File: config.mk
export PLATFORM = sky130hd
export DESIGN_NAME = jackpot_sequencer_flat
export DESIGN_NICKNAME = d
export VERILOG_FILES = /design/src/rtl/jackpot_sequencer_if.sv /design/src/rtl/jackpot_sequencer.sv /design/src/flat_wrapper.sv
export SDC_FILE = /design/constraint.sdc
export NUM_CORES = 1
export LEC_CHECK = 0
export CORE_ASPECT_RATIO = 0.5
export CORE_MARGIN = 1
export CORE_UTILIZATION = 65
export CTS_BUF_LIST = sky130_fd_sc_hd__clkbuf_4 sky130_fd_sc_hd__clkbuf_8
export CTS_CLUSTER_DIAMETER = 30
export DETAILED_ROUTE_END_ITERATION = 10
export HOLD_SLACK_MARGIN = 0.03
export PLACE_DENSITY_LB_ADDON = 0.2
export REMOVE_ABC_BUFFERS = 1
export SLEW_MARGIN = 20
export SYNTH_ARGS = -nofsm -noshare
export SYNTH_HDL_FRONTEND = slang
export SYNTH_SLANG_ARGS = --single-unit
File: constraint.sdc
create_clock -name CLOCK -period 3.4 [get_ports CLOCK]
set_input_delay 0.68 -clock CLOCK [delete_from_list [all_inputs] [get_ports CLOCK]]
set_output_delay 0.68 -clock CLOCK [all_outputs]
set_load 0.01 [all_outputs]
File: src/rtl/jackpot_sequencer_if.sv
// jackpot_sequencer_if: switch/LED bundle between the jackpot controller (master) and the board (slave)
interface jackpot_sequencer_if;
  logic [3:0] SWITCHES;
  logic [3:0] LEDS;
  logic       WIN;
  logic [1:0] LEVEL;
  modport master (input SWITCHES, output LEDS, WIN, LEVEL);
  modport slave  (output SWITCHES, input LEDS, WIN, LEVEL);
endinterface

File: src/rtl/jackpot_sequencer.sv
// jackpot_sequencer: single-clock 4-LED jackpot game (tick generator, switch sync/debounce, chase FSM).
// JACKPOT_DEBOUNCE_EN enables the per-switch debouncer; otherwise the synchronised switch is used directly.
module jackpot_sequencer #(
  parameter int TICK_DIV    = 26,
  parameter int DEB_BITS    = 20,
  parameter int FLASH_TICKS = 6
) (
  input logic CLOCK,
  input logic RST,
  jackpot_sequencer_if.master io
);
  localparam logic [1:0] S_IDLE = 2'd0, S_RUN = 2'd1, S_WIN = 2'd2, S_MISS = 2'd3;
  logic [3:0] sync1, sync2, deb, deb_q, press;
  logic [1:0] state, nstate, level, nlevel;
  logic [3:0] leds, nleds;
  logic [7:0] flash, nflash;
  logic [TICK_DIV-1:0] tcnt, tmask;
  logic win, tick;
  always_ff @(posedge CLOCK or negedge RST)
    if (!RST) begin
      sync1 <= '0;
      sync2 <= '0;
      deb_q <= '0;
    end else begin
      sync1 <= io.SWITCHES;
      sync2 <= sync1;
      deb_q <= deb;
    end
`ifdef JACKPOT_DEBOUNCE_EN
  for (genvar i = 0; i < 4; i++) begin : g_deb
    logic [DEB_BITS-1:0] cnt;
    logic d;
    always_ff @(posedge CLOCK or negedge RST)
      if (!RST) begin
        cnt <= '0;
        d   <= 1'b0;
      end else if (sync2[i] == d) cnt <= '0;
      else if (&cnt) begin
        d   <= sync2[i];
        cnt <= '0;
      end else cnt <= cnt + 1'b1;
    assign deb[i] = d;
  end
`else
  localparam int deb_unused = DEB_BITS;
  always_ff @(posedge CLOCK or negedge RST)
    if (!RST) deb <= '0;
    else deb <= sync2;
`endif
  assign press = deb & ~deb_q;
  // Higher levels ignore the top counter bits, halving the tick period per level
  assign tmask = {TICK_DIV{1'b1}} >> level;
  assign tick  = &(tcnt | ~tmask);
  always_comb begin
    nstate = state;
    nleds  = leds;
    nlevel = level;
    nflash = flash;
    case (state)
      S_IDLE: if (|press) begin
        nstate = S_RUN;
        nleds  = 4'b0001;
      end
      S_RUN: if (|press) begin
        nstate = (press == leds) ? S_WIN : S_MISS;
        nleds  = (press == leds) ? 4'b1111 : press;
        nflash = '0;
      end else if (tick) nleds = {leds[2:0], leds[3]};
      S_WIN: if (tick) begin
        nflash = flash + 8'd1;
        nstate = (nflash == 8'(FLASH_TICKS)) ? S_RUN : S_WIN;
        nleds  = (nflash == 8'(FLASH_TICKS)) ? 4'b0001 : ~leds;
        nlevel = (nflash != 8'(FLASH_TICKS)) ? level : (level == 2'd3) ? 2'd3 : level + 2'd1;
      end
      default: if (tick) begin
        nflash = flash + 8'd1;
        nstate = (nflash == 8'(FLASH_TICKS)) ? S_IDLE : S_MISS;
        nleds  = (nflash == 8'(FLASH_TICKS)) ? 4'b0000 : leds;
        nlevel = (nflash == 8'(FLASH_TICKS)) ? 2'd0 : level;
      end
    endcase
  end
  always_ff @(posedge CLOCK or negedge RST)
    if (!RST) begin
      state <= S_IDLE;
      leds  <= '0;
      level <= '0;
      flash <= '0;
      win   <= 1'b0;
      tcnt  <= '0;
    end else begin
      state <= nstate;
      leds  <= nleds;
      level <= nlevel;
      flash <= nflash;
      win   <= (nstate == S_WIN);
      tcnt  <= (nstate != state) ? '0 : tcnt + 1'b1;
    end
  assign io.LEDS  = leds;
  assign io.WIN   = win;
  assign io.LEVEL = level;
endmodule

File: src/flat_wrapper.sv
// flat-port wrapper written by rule: the top's interface ports become plain ports
module jackpot_sequencer_flat 
#(
  parameter int TICK_DIV    = 26,
  parameter int DEB_BITS    = 20,
  parameter int FLASH_TICKS = 6
)
  (CLOCK, RST, io_SWITCHES, io_LEDS, io_WIN, io_LEVEL);
  jackpot_sequencer_if io_i ();
  input logic CLOCK;
  input logic RST;
  input wire logic [$bits(io_i.SWITCHES)-1:0] io_SWITCHES;
  output wire logic [$bits(io_i.LEDS)-1:0] io_LEDS;
  output wire logic [$bits(io_i.WIN)-1:0] io_WIN;
  output wire logic [$bits(io_i.LEVEL)-1:0] io_LEVEL;
  assign io_i.SWITCHES = io_SWITCHES;
  assign io_LEDS = io_i.LEDS;
  assign io_WIN = io_i.WIN;
  assign io_LEVEL = io_i.LEVEL;
  jackpot_sequencer #(.TICK_DIV(TICK_DIV), .DEB_BITS(DEB_BITS), .FLASH_TICKS(FLASH_TICKS)) u_core (.CLOCK(CLOCK), .RST(RST), .io(io_i));
endmodule
# Yosys cells after proc, flatten, opt, wreduce, memory -nomap -nowiden
# Index checks and enable logic that the tools add are counted.
totals:
  ff_bits: 59
  input_bits: 6
  out_inout_bits: 7
classes:
  addsub: 3
  n_eq_ne: 13
  shifts: 1
  mux: 27
  bitwise: 7
  reduce_logical: 11
op_table:
  columns: ["op", "n"]
  rows:
  - ["two-way mux 4 bit", 8]
  - ["AND reduction 29 bit", 1]
  - ["adder 26 x 1 -> 26 bit (second input constant)", 1]
  - ["two-way mux 26 bit", 1]
  - ["inverter 26 bit", 1]
  - ["OR 26 bit", 1]
  - ["AND reduction 26 bit", 1]
  - [">> shifter 26 x 2 -> 26 bit (first input constant)", 1]
  - ["two-way mux 2 bit", 11]
  - ["two-way mux 8 bit", 2]
  - ["one-hot mux 8 bit (2 select lines)", 1]
  - ["one-hot mux 4 bit (3 select lines)", 1]
  - ["adder 8 x 1 -> 8 bit (second input constant)", 1]
  - ["equality test 8 x 3 -> 1 bit (second input constant)", 1]
  - ["!= test 8 x 3 -> 1 bit (second input constant)", 1]
  - ["inverter 4 bit", 2]
  - ["equality test 2 bit (second input constant)", 3]
  - ["!= test 2 x 1 -> 1 bit (second input constant)", 3]
  - ["one-hot mux 2 bit (3 select lines)", 1]
  - ["AND reduction 5 bit", 1]
  - ["AND 4 bit", 1]
  - ["equality test 4 bit", 1]
  - ["one-hot mux 2 bit (2 select lines)", 1]
  - ["nonzero test 2 bit", 2]
  - ["other kinds (13)", 14]

# Longest topological paths before layout
# Gate-level depths: netlist of run 1.
logic_depth:
  word_depth: 8
  ltp_mapped: 8
  ltp_nobuf: 6

# Worst setup path after synthesis of run 1
# OpenSTA, ideal clock, no wires.
synth_timing:
  path_type: "reg-to-reg"
  start: "reg u_core.flash[0]"
  end: "reg u_core.tcnt[17]"
  setup_ps: 119
  arrival_ps: 1977
  t_required_ps: 3281
  slack_ps: 1304
  stages_incl_launch_ff: 8
  synth_period_minus_slack_ps: 2096
  path_cell_list: "dfrtp_1 ha_1 and3_1 a311oi_1 o2111ai_2 o21ai_2 buf_4 nor2_1"
synth_between:
  elab_chain_cells: 7
  word_cells_on_any_way: 9
  classes_between: "add/sub (1); eq/ne (2); mux (6)"
synth_rtl:
  columns: ["item", "line_no", "text"]
  rows:
  - ["from (decl)", "jackpot_sequencer.sv:16", "logic [7:0] flash, nflash;"]
  - ["from (signal assigned)", "jackpot_sequencer.sv:95", "flash <= nflash;"]
  - ["adder 8 x 1 -> 8 bit *", "jackpot_sequencer.sv:70, jackpot_sequencer.sv:76", null]
  - ["equality test 8 x 3 -> 1 bit *", "jackpot_sequencer.sv:71, jackpot_sequencer.sv:77", null]
  - ["two-way mux 2 bit (on tied branches)", "jackpot_sequencer.sv:77, jackpot_sequencer.sv:71", null]
  - ["two-way mux 2 bit (on tied branches)", "jackpot_sequencer.sv:75, jackpot_sequencer.sv:69", null]
  - ["one-hot mux 2 bit (3 select lines) *", "jackpot_sequencer.sv:59", "case (state)"]
  - ["!= test 2 bit *", "jackpot_sequencer.sv:97", "tcnt <= (nstate != state) ? '0 : tcnt + 1'b1;"]
  - ["two-way mux 26 bit *", "jackpot_sequencer.sv:97", null]
  - ["to (signal assigned)", "jackpot_sequencer.sv:97", null]
  - ["to (decl)", "jackpot_sequencer.sv:17", "logic [TICK_DIV-1:0] tcnt, tmask;"]
# Mark *: on every way between the ends. The rest lies on a longest branch, timed or not.
# A chain may end at the register's enable or synchronous reset.

# Worst setup path after layout of run 1
layout_timing:
  start: "reg u_core.tcnt[0]"
  end: "reg u_core.state[0]"
layout_between:
  elab_chain_cells: 4
  word_cells_on_any_way: 5
  classes_between: "mux (3); bitwise (1); reduce/logical (1)"
layout_rtl:
  columns: ["item", "line_no", "text"]
  rows:
  - ["OR 26 bit *", "jackpot_sequencer.sv:53", "assign tick = &(tcnt | ~tmask);"]
  - ["AND reduction 26 bit *", "jackpot_sequencer.sv:53", null]
  - ["two-way mux 2 bit (on tied branches)", "jackpot_sequencer.sv:75, jackpot_sequencer.sv:69", null]
  - ["one-hot mux 2 bit (3 select lines) *", "jackpot_sequencer.sv:59", null]
  - ["named net u_core.nstate[0]", "jackpot_sequencer.sv:14", "logic [1:0] state, nstate, level, nlevel;"]
  - ["to (signal assigned)", "jackpot_sequencer.sv:92", "state <= nstate;"]
  - ["to (decl)", "jackpot_sequencer.sv:14", null]
# Mark *: on every way through the listed nets, which the timed path passes. The rest lies on a longest branch.

==> results of run 1 <==
-- sequential cells by signal (all words and copies together) (netlist names) --
signal / cells
u_core.io.WIN: 1
u_core.deb: 4
u_core.io.LEDS: 4
u_core.sync1: 4
u_core.tcnt: 26
u_core.deb_q: 4
u_core.flash: 8
u_core.io.LEVEL: 2
u_core.sync2: 4
u_core.state: 2
-- cell usage in the layout (no fill, tap or decap), types with 3 or more instances in the layout --
cell type / instances
xnor2_1: 19
nor4_1: 6
nand2b_1: 4
nor2b_1: 5
mux2i_1: 3
buf_4: 3
and4_4: 3
inv_1: 14
o211ai_1: 5
clkbuf_8: 11
nor3_1: 9
ha_1: 3
nand2_1: 17
nand4_1: 10
and2_1: 4
a21oi_1: 6
xor2_1: 10
dfrtp_1: 59
o31ai_1: 3
nand3_1: 15
clkdlybuf4s50_1: 11
nor2_1: 35
o21ai_0: 4
and3_1: 3
-- cells by family after synthesis --
kind of cell | after synthesis
and+or+nand+nor | 119
DFF | 59
AOI/OAI and AO/OA | 46
xor gates and xnor gates | 29
buffers and inverters | 25
muxes | 4
adders and majority gates | 3
-- worst register-to-register path, delay by kind of cell, from the launching register on --
kind	cells	cell delay (ns)
buffers and inverters	1	0.30
muxes	1	0.21
and+or+nand+nor	3	1.08
adders and majority gates	1	0.24
AOI/OAI and AO/OA	1	0.21
DFF	1	0.42
-- metal layers --
| layer | part of all wire [%] | vias up | wire [um] | track usage, % |
|---|---|---|---|---|
| li1 | - | 1048 | - | - |
| met1 | 44 | 1133 | 2680 | 36.9 |
| met2 | 49 | 74 | 3020 | 47.2 |
| met3 | 5.8 | 14 | 357 | 10.6 |
| met4 | 1.6 | 0 | 99 | 10.8 |
| met5 | 0 | - | 0 | 0 |
-- how the worst min path moves through the flow --
stage / start / to
after floorplan: u_core.sync2[0] / u_core.deb[0]
after global placement: u_core.sync1[2] / u_core.sync2[2]
after detailed placement: u_core.sync1[0] / u_core.sync2[0]
after CTS: u_core.sync1[0] / u_core.sync2[0]
after global routing: u_core.sync1[1] / u_core.sync2[1]
final: u_core.sync1[0] / u_core.sync2[0]
-- stage by stage --
| step | area, um^2 | hold slack (ns) | util, % | total power, uW |
|---|---|---|---|---|
| detailed placement | 3050 | 0.335 | 74.7 | 1200 |
| finish | 3290 | 0.349 | 80.5 | 1940 |
| CTS | 3290 | 0.350 | 80.5 | 1940 |
| global placement | 3050 | 0.332 | 74.7 | 1180 |
| floorplan | 2850 | 0.331 | - | 1060 |
| global route | 3290 | 0.354 | 80.5 | 2020 |
-- cell type report --
type / instances / area [um^2] / area share, %
tap: 54 / 67.6 / 2.06
sequential: 59 / 1480 / 44.9
timing repair buffer: 15 / 138 / 4.19
inverter: 14 / 52.6 / 1.60
clock inverter: 5 / 85.1 / 2.59
multi-input combinational: 201 / 1320 / 40.0
clock buffer: 11 / 151 / 4.61
-- power by group through the flow --
| stage | Combinational [uW] | Clock (uW) | Sequential, uW |
|---|---|---|---|
| after floorplan | 197 | 0 | 863 |
| after global placement | 322 | 0 | 860 |
| after detailed placement | 338 | 0 | 867 |
| after CTS | 342 | 739 | 858 |
| after global routing | 379 | 774 | 868 |
| final | 340 | 737 | 860 |
==> summary.md, run 1 <==
| Metric | Value |
|---|---|
| Status | completed |
| Xor and xnor area share after synthesis | 8.76% |
| Vias per cell | 6.32 |
| Final critical-path share of the clock period | 74.3% |
| HPWL after DPL | 3940 um |
| Count leader, synth | dfrtp_1 |
| Hold depth | 0 |
| Core Area | 0.00408 mm^2 |
| Max-Cap Viols | 0 |
| CTS sink cnt | 59 |
| Avg Inst Size Synth | 10.2 um^2 |
| CP Class | flop to flop |
| FILL cells | 251 |
| Skew final | 0.00497 ns |
| Cell Chain, Critical Path | ha_1, and2_1, nand4_4, or3_1, o21ai_2, buf_4, mux2_2 |
| # port buffers | 12 |
| Slew margin rel. | 35.6% |
| Final std cells w/o fill | 359 |
| Post-Syn Instances | 285 |
| WP data arrival | 2.81 ns |
| Setup crit end | u_core.state[0] |
| Worst vdd ir | 411 uV |
| Resized cells post-CTS | 0 |
| Post-DR wirelength/cell | 17.2 um |
| Unique masters post-synth | 51 |
| Share of layout cells above drive strength 1 | 9.51% |
| Post-Place Setup Slack | 0.932 ns |
| Clock power share | 38.1% |
| Setup TNS | 0 ns |
| Share of the synthesized area in the top cell type | 50.9% |
| Worst hold path class | flop to flop |
| Cts hold-fix bufs | 0 |
| ANT nets after route | 0 |
| Sequential power share | 44.4% |
| Leakage power | 0.00137 uW |
| Setup ws final | 0.874 ns |
| RSZ-0062 raised after global routing | false |
| Placed Cells | 343 |
| FMAX | 396 MHz |
| CP startpoint kind | flop |
| Simple logic cell fraction of the synthesized area | 22.0% |
| Initial DRC count | 102 |
| Die Height | 49.2 um |
| DRC errors left | 0 |
| Final RePlAce weighted congestion | 0.883 |
| FP Rows | 16 |
| R2R Setup Slk | 0.87 ns |
| Area growth from synthesis to layout | 13.3% |
| Die X | 96.5 um |
| Post-synth EDFFs | 0 |
| Vias in the first global route | 2203 |
| Synth Warn # | 0 |
| Clock latency on the worst-skew pair | 0.34 ns |
| Post-synth top cells | dfrtp_1, nor2_1, xnor2_1 |
| Io pins | 13 |
| Synthesized flop and latch total | 59 |
| CTS clk-pin slew, worst paths | 0.07 ns |
| Hold Vio Cnt, Final | 0 |
| Max Buffers Root-to-Sink | 2 |
| Crit. Startpoint | u_core.tcnt[0] |
| Crit end category | flop |
| Largest net degree at the start of global routing | 44 |
| Slowest CP cell | or3_1 |
| Synth Flop Type | dfrtp_1 |
| Worst path bufs/invs | 1 |
| Critical Path Stages | 7 |
| Reg-to-Reg End | u_core.state[0] |
| Die Area | 0.00475 mm^2 |
| Setup-failing EPs final | 0 |
| Ant. Diodes | 0 |
| Slowest stage delay, CP | 0.65 ns |
| Final nets | 309 |
| Total gr overflow | 0 |
| R2R depth | 7 |
| Syn Std Cell Area | 0.00290 mm^2 |
| Post-synth ARST share | 100% |
| WP data required | 3.68 ns |
| Crit path max fanout | 26 |
| CTS Buf Count | 9 |
| Sw Ratio | 28.5% |
| Final wirelength | 6160 um |
| PD cells | 589 mW/mm^2 |
| Logic gate share of total power | 17.5% |
| Post-synthesis compound-gate area fraction | 11.9% |
| DR pass1 iterations | 4 |
| All-Layer GR Usage | 29.5% |
| Initial Util | 71.0% |
| Post-synthesis sequential area ratio | 50.9% |
| Slew Viols, Final | 0 |
| Post-synth top area cell | dfrtp_1 |
| NetSw | 551 uW |
| TritonCTS clock tree | yes |
| Tightest Pin Transition | 0.966 ns |
| Fin crit period | 2.53 ns |
| Adder-Cell Fraction of Synth Area | 1.29% |
| RR Startpoint | u_core.tcnt[0] |
| Mux contribution to synthesized area | 1.42% |
| Largest cells by area after synthesis | dfrtp_1, xnor2_1, nor2_1 |
| Top delay family on crit path | simple AND/OR/NAND/NOR gates |
| H-tree depth | 3 |
| Via Count | 2269 |
| Largest family of logic cells by synthesized area | simple AND/OR/NAND/NOR gates |
| Post-CTS setup buffer count | 0 |
| Int Pwr | 1390 uW |
| First-pass GRT wire length | 10100 um |
| Clk root buf | clkbuf_8 |
| Initial antenna violation count | 0 |
(Power assumes the default switching activity.)
==> run 2: changes to the inputs <==
- CORE_UTILIZATION: 65 -> 62
- clock period: 3.4 -> 2.55 ns (I/O delays scaled with it)
==> run 2 against run 1 <==
Net effect: routed wire length fell by 7.0%; final cell count is 1.7% higher; sequential share of layout area decreased by 0.27 points; power rose by 29%; die area rose by 4.7%.
==> summary.md, run 2 (synthesis results as in run 1) <==
| Metric | Value |
|---|---|
| Final Util | 74.4% (-6.1 points) |
| Placed Cells | 349 (+1.7%) |
| Slew Viols, Final | 0 (unchanged) |
| Tightest Pin Transition | 0.735 ns (-0.231 ns) |
| Final std cells w/o fill | 365 (+1.7%) |
| DR pass1 iterations | 4 (unchanged) |
| DRC errors left | 0 (unchanged) |
| Max-Cap Viols | 0 (unchanged) |
| Clk root buf | clkbuf_8 |
| Post-DR wirelength/cell | 15.7 um (-8.5%) |
| Leakage power | 0.00138 uW (+0.53%) |
| Hold Vio Cnt, Final | 0 (unchanged) |
| CTS sink cnt | 59 (unchanged) |
| Vias in the first global route | 2098 (-4.8%) |
| Post-CTS setup buffer count | 0 (unchanged) |
| Initial Util | 65.2% (-5.8 points) |
| Setup-failing EPs final | 0 (unchanged) |
| Leading registers by flop count | u_core.tcnt x26, u_core.flash x8 |
| Io pins | 13 (unchanged) |
| Fin crit period | 2.32 ns (-0.202 ns) |
| Final RePlAce weighted congestion | 0.923 (+4.5%) |
| Worst path bufs/invs | 0 (-1) |
| Area growth from synthesis to layout | 14.0% |
| FMAX | 430 MHz (+8.7%) |
| Final wirelength | 5730 um (-7.0%) |
| Resized cells post-CTS | 0 (unchanged) |
| WP data required | 2.76 ns (-0.92 ns) |
| DP Area | 0.00309 mm^2 (+1.3%) |
| RSZ-0062 raised after global routing | false |
| Die Area | 0.00497 mm^2 (+4.7%) |
| CP Class | flop to flop |
| CTS clk-pin slew, worst paths | 0.06 ns (about the same) |
| RR Startpoint | u_core.flash[0] |
| Share of layout cells above drive strength 1 | 10.7% (+1.2 points) |
| Initial DRC count | 121 (+19%) |
| R2R Setup Slk | 0.23 ns (-0.65 ns) |
| R2R depth | 6 (-1) |
| Top delay family on crit path | compound AO/OA/AOI/OAI gates |
| CTS Buf Count | 9 (unchanged) |
| Sw Ratio | 28.7% (+0.23 points) |
| Logic gate share of total power | 18.2% (+0.7 points) |
| WP data arrival | 2.53 ns (-0.28 ns) |
| TritonCTS clock tree | yes |
| PD cells | 754 mW/mm^2 (+28%) |
| Cell Chain, Critical Path | ha_1, and3_1, a311oi_1, o2111ai_2, a31oi_1, o211ai_1 |
| Crit path max fanout | 10 (-62%) |
| Initial antenna violation count | 0 (unchanged) |
| Final nets | 312 (+0.97%) |
| Slowest stage delay, CP | 0.44 ns (-0.21 ns) |
| Final critical-path share of the clock period | 91.1% (+17 points) |
| Slowest CP cell | dfrtp_1 |
| Int Pwr | 1780 uW (+28%) |
| Worst hold path class | input port to asynchronous set/reset pin |
| ANT nets after route | 0 (unchanged) |
| Die X | 98.7 um (+2.3%) |
| Total gr overflow | 0 (unchanged) |
| Clock latency on the worst-skew pair | 0.35 ns (about the same) |
| CP startpoint kind | flop |
| Ant. Diodes | 0 (unchanged) |
| Max reg flops | 26 (unchanged) |
| HPWL after DPL | 3930 um (-0.12%) |
| NetSw | 716 uW (+30%) |
| FP Rows | 17 (+1) |
| Clock power share | 35.9% (-2.2 points) |
| Max Buffers Root-to-Sink | 2 (unchanged) |
| Worst vdd ir | 525 uV (+28%) |
| Post-route cell area | 0.00331 mm^2 (+0.61%) |
| Via Count | 2184 (-3.7%) |
| H-tree depth | 3 (unchanged) |
| First-pass GRT wire length | 9960 um (-1.6%) |
| Sequential power share | 45.9% (+1.5 points) |
| Cts hold-fix bufs | 0 (unchanged) |
| Commonest non-fill, non-tap cell in the layout | dfrtp_1 |
| Setup TNS | 0 ns (unchanged) |
| Largest register by flop count | u_core.tcnt |
| Core Area | 0.00445 mm^2 (+8.9%) |
| Post-Place Setup Slack | 0.212 ns (-0.720 ns) |
| Skew final | 0.00769 ns (+0.00272 ns) |
| Die Height | 50.4 um (+2.3%) |
| Largest net degree at the start of global routing | 60 (+36%) |
| # port buffers | 12 (unchanged) |
| Slew margin rel. | 51.0% (+15 points) |
| Reg-to-Reg End | u_core.io.LEDS[2] |
| Vias per cell | 5.98 (-5.3%) |
| Crit end category | flop |
| Status | completed |
| All-Layer GR Usage | 27.4% (-2.0 points) |
| Most frequent cells in the layout | dfrtp_1, nor2_1, xnor2_1, nand2_1, nand3_1 |
| Setup ws final | 0.226 ns (-0.648 ns) |
==> run 2: per-stage QoR <==
step                      hold slack, ns  total power, uW
after CTS                          0.317             2510
final                              0.293             2490
after floorplan                    0.214             1410
after detailed placement           0.335             1610
after global placement             0.331             1590
after global routing               0.358             2620
==> run 2: power by group through the flow <==
| stage | combinational (uW) | sequential (uW) | clock (uW) |
|---|---|---|---|
| after floorplan | 263 | 1150 | 0 |
| final | 455 | 1140 | 895 |
| after CTS | 456 | 1140 | 917 |
| after global placement | 439 | 1150 | 0 |
| after global routing | 505 | 1160 | 959 |
| after detailed placement | 452 | 1160 | 0 |
==> run 2: cell type report <==
class                           count  area [um^2]
Clock buffer                       13          166
Clock inverter                      3         46.3
Fill cell                         316         1140
Inverter                           14         52.6
Multi-Input combinational cell    201         1320
Sequential cell                    59         1480
Tap cell                           57         71.3
Timing Repair Buffer               18          173
==> run 2: per-layer routing <==
metal | GRT usage, % | share of wire [%] | vias up
met1 | 36.1 | 46 | 1057
met3 | 13.5 | 6.1 | 7
met4 | 6.22 | 0.84 | 0
met2 | 41.2 | 47 | 63
met5 | 0 | 0 | -
li1 | - | - | 1057
==> run 2: how the worst max path moves through the flow <==
| stage | from | endpoint | slack [ns] | cells past startpoint |
|---|---|---|---|---|
| 3_3_place_gp | u_core.tcnt[0] | u_core.flash[6] | 0.36 | 6 |
| 3_5_place_dp | u_core.flash[0] | u_core.io.LEVEL[0] | 0.21 | 6 |
| 6_report | u_core.flash[0] | u_core.io.LEDS[2] | 0.23 | 6 |
| 5_1_grt | u_core.flash[0] | u_core.io.LEVEL[1] | 0.01 | 6 |
| 4_1_cts | u_core.flash[0] | u_core.io.LEVEL[0] | 0.18 | 6 |
| 2_1_floorplan | u_core.tcnt[0] | u_core.state[0] | 0.09 | 6 |
==> run 2: worst reg2reg max path: cells and delay by family (launching register included) <==
family | cells | cell delay [ns]
DFF | 1 | 0.44
adders and majority gates | 1 | 0.30
AOI/OAI and AO/OA | 4 | 1.24
and+or+nand+nor | 1 | 0.22
